**src/rtl/display_source_arbiter.sv**
```systemverilog
// rtl/display_source_arbiter.sv - round-robin owner of the six-digit hex display with minimum dwell
// Optional: define DISP_ARB_SRCID_EN to show the owner index on hex5 instead of data nibble 5.
module display_source_arbiter #(
    parameter int NREQ    = 3,
    parameter int DWELL   = 50000000,
    parameter int DWELL_W = 26
) (
    input  logic                 clk,
    input  logic                 rst,
    input  logic [NREQ-1:0]      req,
    input  logic [24*NREQ-1:0]   data,
    output logic [NREQ-1:0]      grant,
    output logic [1:0]           owner,
    output logic                 busy,
    output logic [3:0]           hex0,
    output logic [3:0]           hex1,
    output logic [3:0]           hex2,
    output logic [3:0]           hex3,
    output logic [3:0]           hex4,
    output logic [3:0]           hex5
);

    typedef enum logic {IDLE, HOLD} state_t;

    state_t               state_q, state_d;
    logic [NREQ-1:0]      grant_q, grant_d;
    logic [1:0]           owner_q, owner_d;
    logic [1:0]           ptr_q, ptr_d;
    logic                 busy_q, busy_d;
    logic [DWELL_W-1:0]   cnt_q, cnt_d;
    logic [23:0]          hex_q, hex_d;

    // Pad to the maximum of four sources so 2-bit indices never exceed the vectors.
    logic [3:0]           req_pad;
    logic [95:0]          data_pad;
    logic [1:0]           search_base;
    logic                 rr_found;
    logic [1:0]           rr_idx;
    logic [1:0]           cand;
    logic [3:0]           onehot;
    logic                 dwell_done;

    assign req_pad  = 4'(req);
    assign data_pad = 96'(data);

    function automatic logic [23:0] display_value(input logic [95:0] dv, input logic [1:0] idx);
        logic [23:0] v;
        v = dv[24*idx +: 24];
`ifdef DISP_ARB_SRCID_EN
        v[23:20] = {2'b00, idx};
`endif
        return v;
    endfunction

    // Round-robin search: from ptr+1 when idle, from owner+1 (owner excluded) at dwell expiry.
    always_comb begin
        search_base = (state_q == IDLE) ? ptr_q : owner_q;
        rr_found    = 1'b0;
        rr_idx      = 2'd0;
        cand        = 2'd0;
        for (int i = 1; i <= NREQ; i++) begin
            cand = 2'((int'(search_base) + i) % NREQ);
            if (!rr_found && req_pad[cand] && !(state_q == HOLD && cand == owner_q)) begin
                rr_found = 1'b1;
                rr_idx   = cand;
            end
        end
    end

    assign onehot     = 4'b0001 << rr_idx;
    assign dwell_done = (cnt_q == DWELL_W'(DWELL - 1));

    always_comb begin
        state_d = state_q;
        grant_d = grant_q;
        owner_d = owner_q;
        ptr_d   = ptr_q;
        cnt_d   = cnt_q;
        hex_d   = hex_q;
        case (state_q)
            IDLE: begin
                grant_d = '0;
                if (rr_found) begin
                    state_d = HOLD;
                    grant_d = onehot[NREQ-1:0];
                    owner_d = rr_idx;
                    cnt_d   = '0;
                    hex_d   = display_value(data_pad, rr_idx);
                end
            end
            HOLD: begin
                if (!req_pad[owner_q]) begin
                    // Release wins over dwell expiry; display stays frozen.
                    state_d = IDLE;
                    grant_d = '0;
                    ptr_d   = owner_q;
                    cnt_d   = '0;
                end else if (dwell_done) begin
                    cnt_d = '0;
                    if (rr_found) begin
                        grant_d = onehot[NREQ-1:0];
                        owner_d = rr_idx;
                        ptr_d   = owner_q;
                        hex_d   = display_value(data_pad, rr_idx);
                    end else begin
                        hex_d   = display_value(data_pad, owner_q);
                    end
                end else begin
                    cnt_d = cnt_q + DWELL_W'(1);
                    hex_d = display_value(data_pad, owner_q);
                end
            end
            default: begin
                state_d = IDLE;
                grant_d = '0;
            end
        endcase
        busy_d = |grant_d;
    end

    always_ff @(posedge clk) begin
        if (rst) begin
            state_q <= IDLE;
            grant_q <= '0;
            owner_q <= 2'd0;
            ptr_q   <= 2'(NREQ - 1);
            busy_q  <= 1'b0;
            cnt_q   <= '0;
            hex_q   <= '0;
        end else begin
            state_q <= state_d;
            grant_q <= grant_d;
            owner_q <= owner_d;
            ptr_q   <= ptr_d;
            busy_q  <= busy_d;
            cnt_q   <= cnt_d;
            hex_q   <= hex_d;
        end
    end

    assign grant = grant_q;
    assign owner = owner_q;
    assign busy  = busy_q;
    assign hex0  = hex_q[3:0];
    assign hex1  = hex_q[7:4];
    assign hex2  = hex_q[11:8];
    assign hex3  = hex_q[15:12];
    assign hex4  = hex_q[19:16];
    assign hex5  = hex_q[23:20];

endmodule
```
**config.mk**
```make
export PLATFORM = sky130hd
export DESIGN_NAME = display_source_arbiter
export DESIGN_NICKNAME = d
export VERILOG_FILES = /design/src/rtl/display_source_arbiter.sv
export SDC_FILE = /design/constraint.sdc
export NUM_CORES = 1
export LEC_CHECK = 0
export CAP_MARGIN = 10
export CORE_MARGIN = 8
export CORE_UTILIZATION = 44
export CTS_CLUSTER_DIAMETER = 80
export DETAILED_ROUTE_END_ITERATION = 16
export GPL_TIMING_DRIVEN = 0
export PLACE_DENSITY = 0.73
export SETUP_SLACK_MARGIN = 0.05
export SYNTH_ARGS = -nofsm -noshare
export SYNTH_HDL_FRONTEND = slang
export SYNTH_SLANG_ARGS = --single-unit
```
**constraint.sdc**
```tcl
create_clock -name clk -period 3 [get_ports clk]
set_input_delay 0.6 -clock clk [delete_from_list [all_inputs] [get_ports clk]]
set_output_delay 0.6 -clock clk [all_outputs]
set_load 0.01 [all_outputs]
```
==> impl_metrics.csv, run 1 <==
group,metric,value,unit
outcome,run_status,"finished, final reports clean",
die,io_pins,107,
global_route,grt_pass1_wl,20800,µm
logic_synthesis,ys.flop_type,"dfxtp_1",
final_layout,fin_nets,662,
global_route,antenna_found_initial,0,
power_and_ir_drop,power_density,1100,nW/µm²
route,dr.pass1.iters,5,
setup_path,cp_cell_sequence,"buf_8, mux2i_4, inv_2, ha_4, buf_8, xnor2_2, nand3_2, a222oi_1, buf_4, or2_4, and3_4, buf_6, a32oi_2, o211ai_1",
sta,hold_viol,0,
final_layout,syn_to_final_growth,57.8,%
setup_path,cp-end-kind,"register",
power_and_ir_drop,p_leak,0.00211,µW
place,dp_slack,-0.462,ns
route,post_drt_wl_per_cell,19.9,µm
setup_path,critPathSlowestCell,"a222oi_1",
clocking,root_buffer,"clkbuf_8",
place,dp_hpwl,9210,µm
place,routabilityCongestion,0.809,
power_and_ir_drop,total_power,6620,µW
route,ant_nets,0,
clocking,ctsHoldBuffers,0,
logic_synthesis,post-synth-top-count-cell,"dfxtp_1",
route,drt_iter0_markers,248,
setup_path,cp.required,3.25,ns
clocking,clk_latency,0.34,ns
sta,setup_viol,0,
setup_path,cp-start-kind,"register",
logic_synthesis,synth_cell_type_count,58,
route,viasPerCell,5.85,
place,dp.cells,653,
die,core-area,8550,µm²
flow_run,maxCapViolations,0,
sta,slew_violations,0,
setup_path,crit_fanout,7,
setup_path,path_class,"register to register",
sta,rsz0062_at_grt,"true",
final_layout,stdcell_count,696,
logic_synthesis,synth_area_per_cell,8.68,µm²
die,die_x,109,µm
route,vias,4071,
logic_synthesis,synth-seq-area-share,31.0,%
setup_path,arrival,3.20,ns
hold_path,hp-class,"register to register",
sta,fin_skew,0.00346,ns
sta,worst_pin_slew,0.803,ns
sta,setup_slack,0.0462,ns
global_route,track_usage,22.1,%
logic_synthesis,syn_nets,519,
global_route,grt_max_degree,11,
logic_synthesis,netlist_area,3810,µm²
die,initial_core_util,44.6,%
clocking,numClockSinks,59,
clocking,cts_buffers,9,
logic_synthesis,yosys-top-cells-count,"dfxtp_1 (59), nand2_1 (37), mux2i_1 (34)",
die,rows,34,
global_route,grt_overflow,0,
die,die_area,11900,µm²
route,drc,0,
logic_synthesis,async_flop_share,0,%
sta,timing.fmax,339,MHz
power_and_ir_drop,ir_drop,0.432,mV
logic_synthesis,syn_inst,439,
place,place_area,5040,µm²
die,die_h,109,µm
final_layout,drive_gt1_share,25.4,%
setup_path,crit_top_cell,"buf_8",
logic_synthesis,yosys-top-cells-area,"dfxtp_1 (31%), mux2i_1 (8.9%), a22oi_2 (6.6%), a221oi_1 (5.5%), and2_1 (4.1%)",
sta,finalCritPeriodShare,98.5,%
global_route,grt_pass1_vias,4051,
clocking,cts_max_level,3,
logic_synthesis,synth_top_area_share,31.0,%
logic_synthesis,ys_warn_count,0,
sta,whs,0.507,ns
logic_synthesis,synth_edf_count,0,
logic_synthesis,ys_seq_elements,59,
place,portBuffers,106,
route,wl,13800,µm
logic_synthesis,synth_top_cell_by_area,"dfxtp_1",
sta,min_period,2.95,ns
clocking,cts_tree,"done",
clocking,clk_pin_slew,0.07,ns
sta,max-slew-margin-rel,46.5,%
clocking,clockBufferDepth,2,
setup_path,cpPeakStageDelay,0.38,ns
final_layout,fin_area,6020,µm²
layout make-up:
class                   count  area, µm²
multi-input cells         338       2750
fillers                   621       2530
repair buffers            138       1360
flip-flops and latches     59       1190
plain buffers              29        313
clock buffers              12        155
well taps                 108        135
clock inverters             4       72.6
inverters                   7       33.8
diodes                      1       2.50
power by group:
part,internal [µW],switching [µW],total [µW]
Sequential,966,131,1100
Combinational,2320,2360,4680
Clock,512,332,844
timing repair:
action | CTS | global route
setup buffers | 24 | 7
resized for setup | 67 | 49
hold endpoints to repair | 0 | 0
pin swaps | 21 | 27
gates cloned | 1 | 1
endpoints found under the setup margin | 56 | 53
worst max-delay path, delay by kind of cell (launching register included):
kind | cells | cell delay, ns
muxes | 1 | 0.30
and+or+nand+nor | 3 | 0.57
adders and majority gates | 1 | 0.17
xor gates and xnor gates | 1 | 0.19
DFF | 1 | 0.34
buffers and inverters | 5 | 0.72
AOI/OAI and AO/OA | 3 | 0.57
sequential cells by signal, indices dropped and copies added, names as in the netlist:
signal   cells
hex_q       24
cnt_q       26
ptr_q        2
grant        3
owner        2
busy         1
state_q      1
final timing paths:
check	start	endpoint	slack (ns)	cells after the start
setup / recovery	state_q$_SDFF_PP0_	busy$_SDFF_PP0_	0.05	14
hold / removal	hex_q[10]$_SDFFE_PP0P_	hex_q[10]$_SDFFE_PP0P_	0.51	2
setup reg to reg	state_q$_SDFF_PP0_	busy$_SDFF_PP0_	0.05	14
hold reg to reg	hex_q[10]$_SDFFE_PP0P_	hex_q[10]$_SDFFE_PP0P_	0.51	2
cell usage in the layout, fill, tap and decap left out, types with 6 or more instances in the layout:
cell type	n
nor2_1	31
nand3_1	11
dfxtp_1	56
o21ai_1	21
buf_4	28
clkdlybuf4s50_1	106
a22oi_2	21
a221oi_2	14
clkbuf_1	8
a221oi_1	6
clkbuf_8	12
nand4_1	8
o21ai_0	29
xor2_1	13
buf_12	7
xnor2_1	11
nand2_1	36
mux2i_1	31
and2_1	25
buf_6	9
layer usage:
layer / share of wire [%] / up-vias / wire length, µm / track usage [%]
li1: - / 1910 / - / -
met1: 41 / 1990 / 5740 / 26.5
met2: 50 / 148 / 6880 / 38.0
met3: 7.1 / 23 / 980 / 4.67
met4: 1.8 / 0 / 248 / 7.53
met5: 0 / - / 0 / 0
cells by family (layout without fill, tap and decap cells):
family,after synthesis,count (layout),share of synthesized area (%)
AND/OR/NAND/NOR,147,147,20.8
other,0,1,0
AO/OA/AOI/OAI,125,125,25.4
XOR/XNOR,29,29,6.66
flip-flops,59,59,31.0
buffers and inverters,42,190,6.24
multiplexers,34,34,8.93
adder cells (fa/ha/maj),3,3,0.985
per-stage QoR:
stage / TNS (ns) / util (%)
floorplan: 0 / -
global placement: -15.46 / 58.9
detailed placement: -15.61 / 58.9
CTS: 0 / 68.0
global route: -0.192 / 70.3
finish: 0 / 70.4
Power figures use the tool's default switching activity.
==> inputs of run 2 (changes only) <==
Settings changed: REMOVE_ABC_BUFFERS set to 1.
==> impl_metrics.csv, run 2 (synthesized netlist as in run 1, its figures left out) <==
group,metric,value,unit
clocking,clockBufferDepth,2,
global_route,grt_overflow,0,
power_and_ir_drop,combPwrFrac,66.8,%
route,ant_nets,0,
outcome,run_status,"finished, final reports clean",
final_layout,top_register,"cnt_q",
flow_run,maxCapViolations,0,
die,die_x,109,µm
setup_path,cp.required,3.20,ns
final_layout,syn_to_final_growth,47.6,%
sta,setup_viol,0,
clocking,numClockSinks,59,
route,viasPerCell,5.97,
clocking,cts_max_level,3,
die,io_pins,107,
route,wl,13900,µm
clocking,cts_buffers,9,
route,drc,0,
power_and_ir_drop,power_switching,2670,µW
setup_path,crit_fanout,8,
sta,hold_viol,0,
global_route,grt_max_degree,28,
route,met2WireLength,6620,µm
final_layout,antenna_cells,0,
power_and_ir_drop,switching_share,44.3,%
die,die_area,11900,µm²
die,core-area,8550,µm²
global_route,grt_pass1_vias,3851,
final_layout,drive_gt1_share,19.9,%
clocking,ctsHoldBuffers,0,
place,portBuffers,106,
clocking,clk_latency,0.34,ns
die,initial_core_util,44.6,%
die,rows,34,
power_and_ir_drop,internal-power,3350,µW
final_layout,largest_reg_flops,26,
global_route,grt_pass1_wl,19800,µm
sta,rsz0062_at_grt,"true",
clocking,clk_pin_slew,0.08,ns
die,die_h,109,µm
sta,min_period,2.90,ns
sta,whs,0.491,ns
power_and_ir_drop,power_density,1070,nW/µm²
sta,fin_skew,0.0123,ns
global_route,antenna_found_initial,0,
hold_path,hp-class,"register to register",
sta,max-slew-margin-rel,65.5,%
sta,worst_pin_slew,0.516,ns
place,dp_slack,-1.73,ns
route,drt_iter0_markers,270,
power_and_ir_drop,total_power,6020,µW
route,wl_met3,1450,µm
sta,timing.fmax,344,MHz
setup_path,path_class,"register to register",
setup_path,cp-end-kind,"register",
sta,setup_slack,0.0967,ns
sta,slew_violations,0,
final_layout,fill_cells,687,
final_layout,fin_nets,642,
sta,finalCritPeriodShare,96.8,%
route,wl_met1,5500,µm
clocking,cts_tree,"done",
route,top_layer,"met4",
route,dr.pass1.iters,6,
setup_path,arrival,3.10,ns
power_and_ir_drop,clockPowerShare,14.0,%
final_layout,final_cell_mix,"clkdlybuf4s50_1 (106), dfxtp_1 (56), nand2_1 (35)",
setup_path,cp-start-kind,"register",
global_route,track_usage,21.1,%
place,dp_hpwl,8190,µm
power_and_ir_drop,p_leak,0.00198,µW
route,vias,4033,
clocking,root_buffer,"clkbuf_8",
route,post_drt_wl_per_cell,20.6,µm
final_layout,final_common_cell,"clkdlybuf4s50_1",
power_and_ir_drop,p_seq_share,19.2,%
place,routabilityCongestion,0.859,
power_and_ir_drop,ir_drop,0.449,mV
[run 2: cell count changes in the layout (fill, tap and decap cells not counted), moves of 3 or more]
cell,change
buf_12,-3
a221oi_1,+18
xnor2_1,+5
a221oi_2,-14
nand2_4,+3
buf_6,-4
clkbuf_4,-3
clkbuf_1,-7
buf_4,-4
xnor2_2,-5
a221oi_4,-4
[run 2: final cells by class]
class,count,area [µm²],area share [%]
Multi-Input combinational cell,343,2600,46.3
Timing Repair Buffer,142,1430,25.5
Sequential cell,59,1190,21.2
Clock buffer,12,155,2.76
Tap cell,108,135,2.40
Clock inverter,4,72.6,1.29
Inverter,7,33.8,0.601
[run 2: path summary, 6_finish.rpt]
| kind | from | endpoint | slack, ns | depth (start not counted) |
|---|---|---|---|---|
| worst min register to register | hex_q[18]$_SDFFE_PP0P_ | hex_q[18]$_SDFFE_PP0P_ | 0.49 | 2 |
| worst min-delay path | hex_q[18]$_SDFFE_PP0P_ | hex_q[18]$_SDFFE_PP0P_ | 0.49 | 2 |
| worst max register to register | owner[1]$_SDFFE_PP0P_ | ptr_q[1]$_SDFFE_PP1P_ | 0.1 | 14 |
| worst max-delay path | owner[1]$_SDFFE_PP0P_ | ptr_q[1]$_SDFFE_PP1P_ | 0.1 | 14 |
[run 2: timing repair]
action / in CTS / in global routing
gates resized for setup: 29 / 24
gates cloned: 4 / 2
setup endpoints to repair: 59 / 56
pin swaps: 7 / 17
buffers inserted: 13 / 18
[run 2: power by group through the flow]
stage	clock network [µW]	registers, µW	logic (µW)
floorplan	0	1230	1770
CTS	847	1140	3430
global route	888	1170	4240
global placement	0	1240	2700
detailed placement	0	1190	2860
finish	840	1160	4020
[run 2: routing by layer]
| layer | GRT usage, % | vias to the layer above |
|---|---|---|
| met5 | 0 | - |
| met4 | 9.29 | 0 |
| met3 | 4.26 | 30 |
| met2 | 36.5 | 208 |
| met1 | 24.7 | 1927 |
| li1 | - | 1868 |
[run 2: stage by stage]
stage | setup TNS (ns) | instance area, µm² | util, % | cells
after floorplan | -81.26 | 3600 | - | 404
after CTS | 0 | 5320 | 62.2 | 655
final | 0 | 5630 | 65.8 | 675
after global placement | -145.21 | 4800 | 56.1 | 618
after detailed placement | -85.38 | 4860 | 56.8 | 622
after global routing | -0.0835 | 5630 | 65.8 | 675
[run 2: critical path: stages, from the launching register on]
cell,delay (ns)
dfxtp_4,0.36
buf_12,0.14
nand2_4,0.05
a21boi_4,0.19
inv_2,0.06
ha_4,0.27
and3b_2,0.23
o21bai_4,0.17
a222oi_1,0.34
buf_4,0.21
buf_6,0.11
or2_4,0.16
a21o_1,0.17
mux2i_1,0.20
nand2_1,0.08
==> inputs of run 3 (changes only) <==
Settings changed: CORE_UTILIZATION 44 to 45, CTS_BUF_LIST set to sky130_fd_sc_hd__clkbuf_4, PLACE_DENSITY 0.73 to 0.75.
==> impl_metrics.csv, run 3 (synthesized netlist as in run 1, its figures left out) <==
group,metric,value,unit
setup_path,crit_top_cell,"buf_4",
clocking,ctsHoldBuffers,0,
place,portBuffers,106,
global_route,grt_max_degree,25,
setup_path,critical_path.endpoint,"hex_q[17]$_SDFFE_PP0P_",
die,io_pins,107,
global_route,grt_pass1_wl,20900,µm
setup_path,reg2regPathDepth,14,
die,die_h,108,µm
route,dr.pass1.iters,4,
clocking,cts_tree,"done",
sta,fin_skew,0.0249,ns
setup_path,cpPeakStageDelay,0.37,ns
setup_path,timing.rr.end,"hex_q[17]$_SDFFE_PP0P_",
clocking,clk_latency,0.42,ns
power_and_ir_drop,clockPowerShare,8.6,%
global_route,grt_pass1_vias,3970,
power_and_ir_drop,switching_share,47.3,%
route,ant_nets,0,
route,vias,4171,
setup_path,cp-end-kind,"register",
power_and_ir_drop,internal-power,3010,µW
setup_path,cp_top_family,"compound AO/OA/AOI/OAI gates",
final_layout,fill_cells,645,
clocking,clk_pin_slew,0.12,ns
power_and_ir_drop,combPwrFrac,71.2,%
final_layout,final_cell_mix,"clkdlybuf4s50_1 (106), dfxtp_1 (56), nand2_1 (36)",
sta,max-slew-margin-rel,62.6,%
route,post_drt_wl_per_cell,22.0,µm
sta,timing.fmax,337,MHz
final_layout,antenna_cells,0,
route,drt_iter0_markers,382,
power_and_ir_drop,power_switching,2700,µW
hold_path,hp-class,"register to register",
global_route,grt_overflow,0,
power_and_ir_drop,power_density,1040,nW/µm²
global_route,track_usage,22.3,%
clocking,clockBufferDepth,2,
die,rows,33,
outcome,run_status,"finished, final reports clean",
place,routabilityCongestion,0.778,
setup_path,crit_fanout,7,
clocking,root_buffer,"clkbuf_4",
final_layout,fin_area,5500,µm²
setup_path,r2r-start,"owner[1]$_SDFFE_PP0P_",
setup_path,cp.required,3.35,ns
die,core-area,8220,µm²
setup_path,critPathSlowestCell,"dfxtp_4",
final_layout,syn_to_final_growth,44.3,%
clocking,numClockSinks,59,
setup_path,arrival,3.32,ns
sta,setup_viol,0,
setup_path,path_buf_inv,4,
die,die_x,108,µm
power_and_ir_drop,ir_drop,0.575,mV
setup_path,cp.depth,14,
sta,finalCritPeriodShare,99.0,%
sta,worst_pin_slew,0.551,ns
die,initial_core_util,46.4,%
clocking,cts_buffers,9,
setup_path,cp-startpoint,"owner[1]$_SDFFE_PP0P_",
sta,hold_viol,0,
setup_path,path_class,"register to register",
route,drc,0,
flow_run,maxCapViolations,0,
power_and_ir_drop,p_seq_share,20.2,%
sta,tns,0,ns
final_layout,largest_reg_flops,26,
die,die_area,11700,µm²
final_layout,drive_gt1_share,19.0,%
setup_path,cp_cell_sequence,"buf_12, nand2_4, a21boi_4, inv_2, ha_4, and3b_2, buf_4, o211a_1, a41o_4, a211o_4, nor3_4, buf_4, a221oi_1, o21ai_1",
place,dp_hpwl,8400,µm
setup_path,r2r_setup_slack,0.03,ns
final_layout,top_register,"cnt_q",
sta,rsz0062_at_grt,"true",
setup_path,cp-start-kind,"register",
final_layout,final_common_cell,"clkdlybuf4s50_1",
sta,min_period,2.97,ns
route,viasPerCell,6.25,
route,wl,14600,µm
place,place_area,4860,µm²
global_route,antenna_found_initial,0,
final_layout,fin_nets,637,
clocking,cts_max_level,3,
sta,slew_violations,0,
power_and_ir_drop,p_leak,0.00192,µW
run 3: cell types whose count changed in the layout (fill, tap and decap cells not counted), sizes merged:
cell,delta
and3,-1
buf,-8
a211o,+1
clkinv,+5
bufinv,-2
bufbuf,+1
clkinvlp,-1
run 3: power groups by stage:
stage | clock [µW] | sequential [µW] | combinational (µW)
after global routing | 538 | 1170 | 4280
after CTS | 491 | 1130 | 3590
after global placement | 0 | 1230 | 2720
after floorplan | 0 | 1230 | 1770
final | 491 | 1150 | 4070
after detailed placement | 0 | 1170 | 2910
run 3: worst min path at each step:
stage | from | end | slack, ns | depth (start not counted)
2_1_floorplan | ptr_q[1]$_SDFFE_PP1P_ | ptr_q[1]$_SDFFE_PP1P_ | 0.44 | 2
3_3_place_gp | ptr_q[1]$_SDFFE_PP1P_ | ptr_q[1]$_SDFFE_PP1P_ | 0.46 | 2
3_5_place_dp | hex_q[18]$_SDFFE_PP0P_ | hex_q[18]$_SDFFE_PP0P_ | 0.47 | 2
4_1_cts | hex_q[18]$_SDFFE_PP0P_ | hex_q[18]$_SDFFE_PP0P_ | 0.51 | 2
5_1_grt | hex_q[18]$_SDFFE_PP0P_ | hex_q[18]$_SDFFE_PP0P_ | 0.54 | 2
6_report | hex_q[18]$_SDFFE_PP0P_ | hex_q[18]$_SDFFE_PP0P_ | 0.51 | 2
run 3: metal layers:
layer | global-route usage (%) | vias up | share of wire, %
met5 | 0 | - | 0
met4 | 9.51 | 0 | 1.8
met3 | 4.94 | 31 | 9.9
met2 | 35.6 | 251 | 48
met1 | 28.3 | 2025 | 41
li1 | - | 1864 | -
run 3: repair_timing:
action,CTS,global route
setup buffers,12,12
endpoints found under the setup margin,59,54
cloned,5,3
pin swaps,6,13
resized for setup,29,23
run 3: layout make-up:
class / instances / area (µm²) / share of cell area (%)
Tap cell: 105 / 131 / 2.39
Timing Repair Buffer: 137 / 1430 / 26.0
Sequential cell: 59 / 1190 / 21.7
Clock buffer: 10 / 75.1 / 1.36
Multi-Input combinational cell: 343 / 2610 / 47.4
Inverter: 7 / 33.8 / 0.614
Clock inverter: 6 / 32.5 / 0.591
run 3: per-stage QoR:
| step | power [µW] | instances | setup WS [ns] | hold WS (ns) | util (%) |
|---|---|---|---|---|---|
| floorplan | 3000 | 404 | -1.62 | 0.439 | - |
| global placement | 3940 | 615 | -2.81 | 0.455 | 58.3 |
| detailed placement | 4080 | 619 | -1.67 | 0.473 | 59.2 |
| CTS | 5210 | 652 | 0.0552 | 0.505 | 64.0 |
| global route | 5990 | 667 | -0.106 | 0.540 | 67.0 |
| finish | 5710 | 667 | 0.0300 | 0.511 | 67.0 |
run 3: tightest hold or removal path: cells and delay by family, from the launching register on:
| family | cells | cell delay, ns |
|---|---|---|
| DFF | 1 | 0.35 |
| AOI/OAI and AO/OA | 2 | 0.13 |
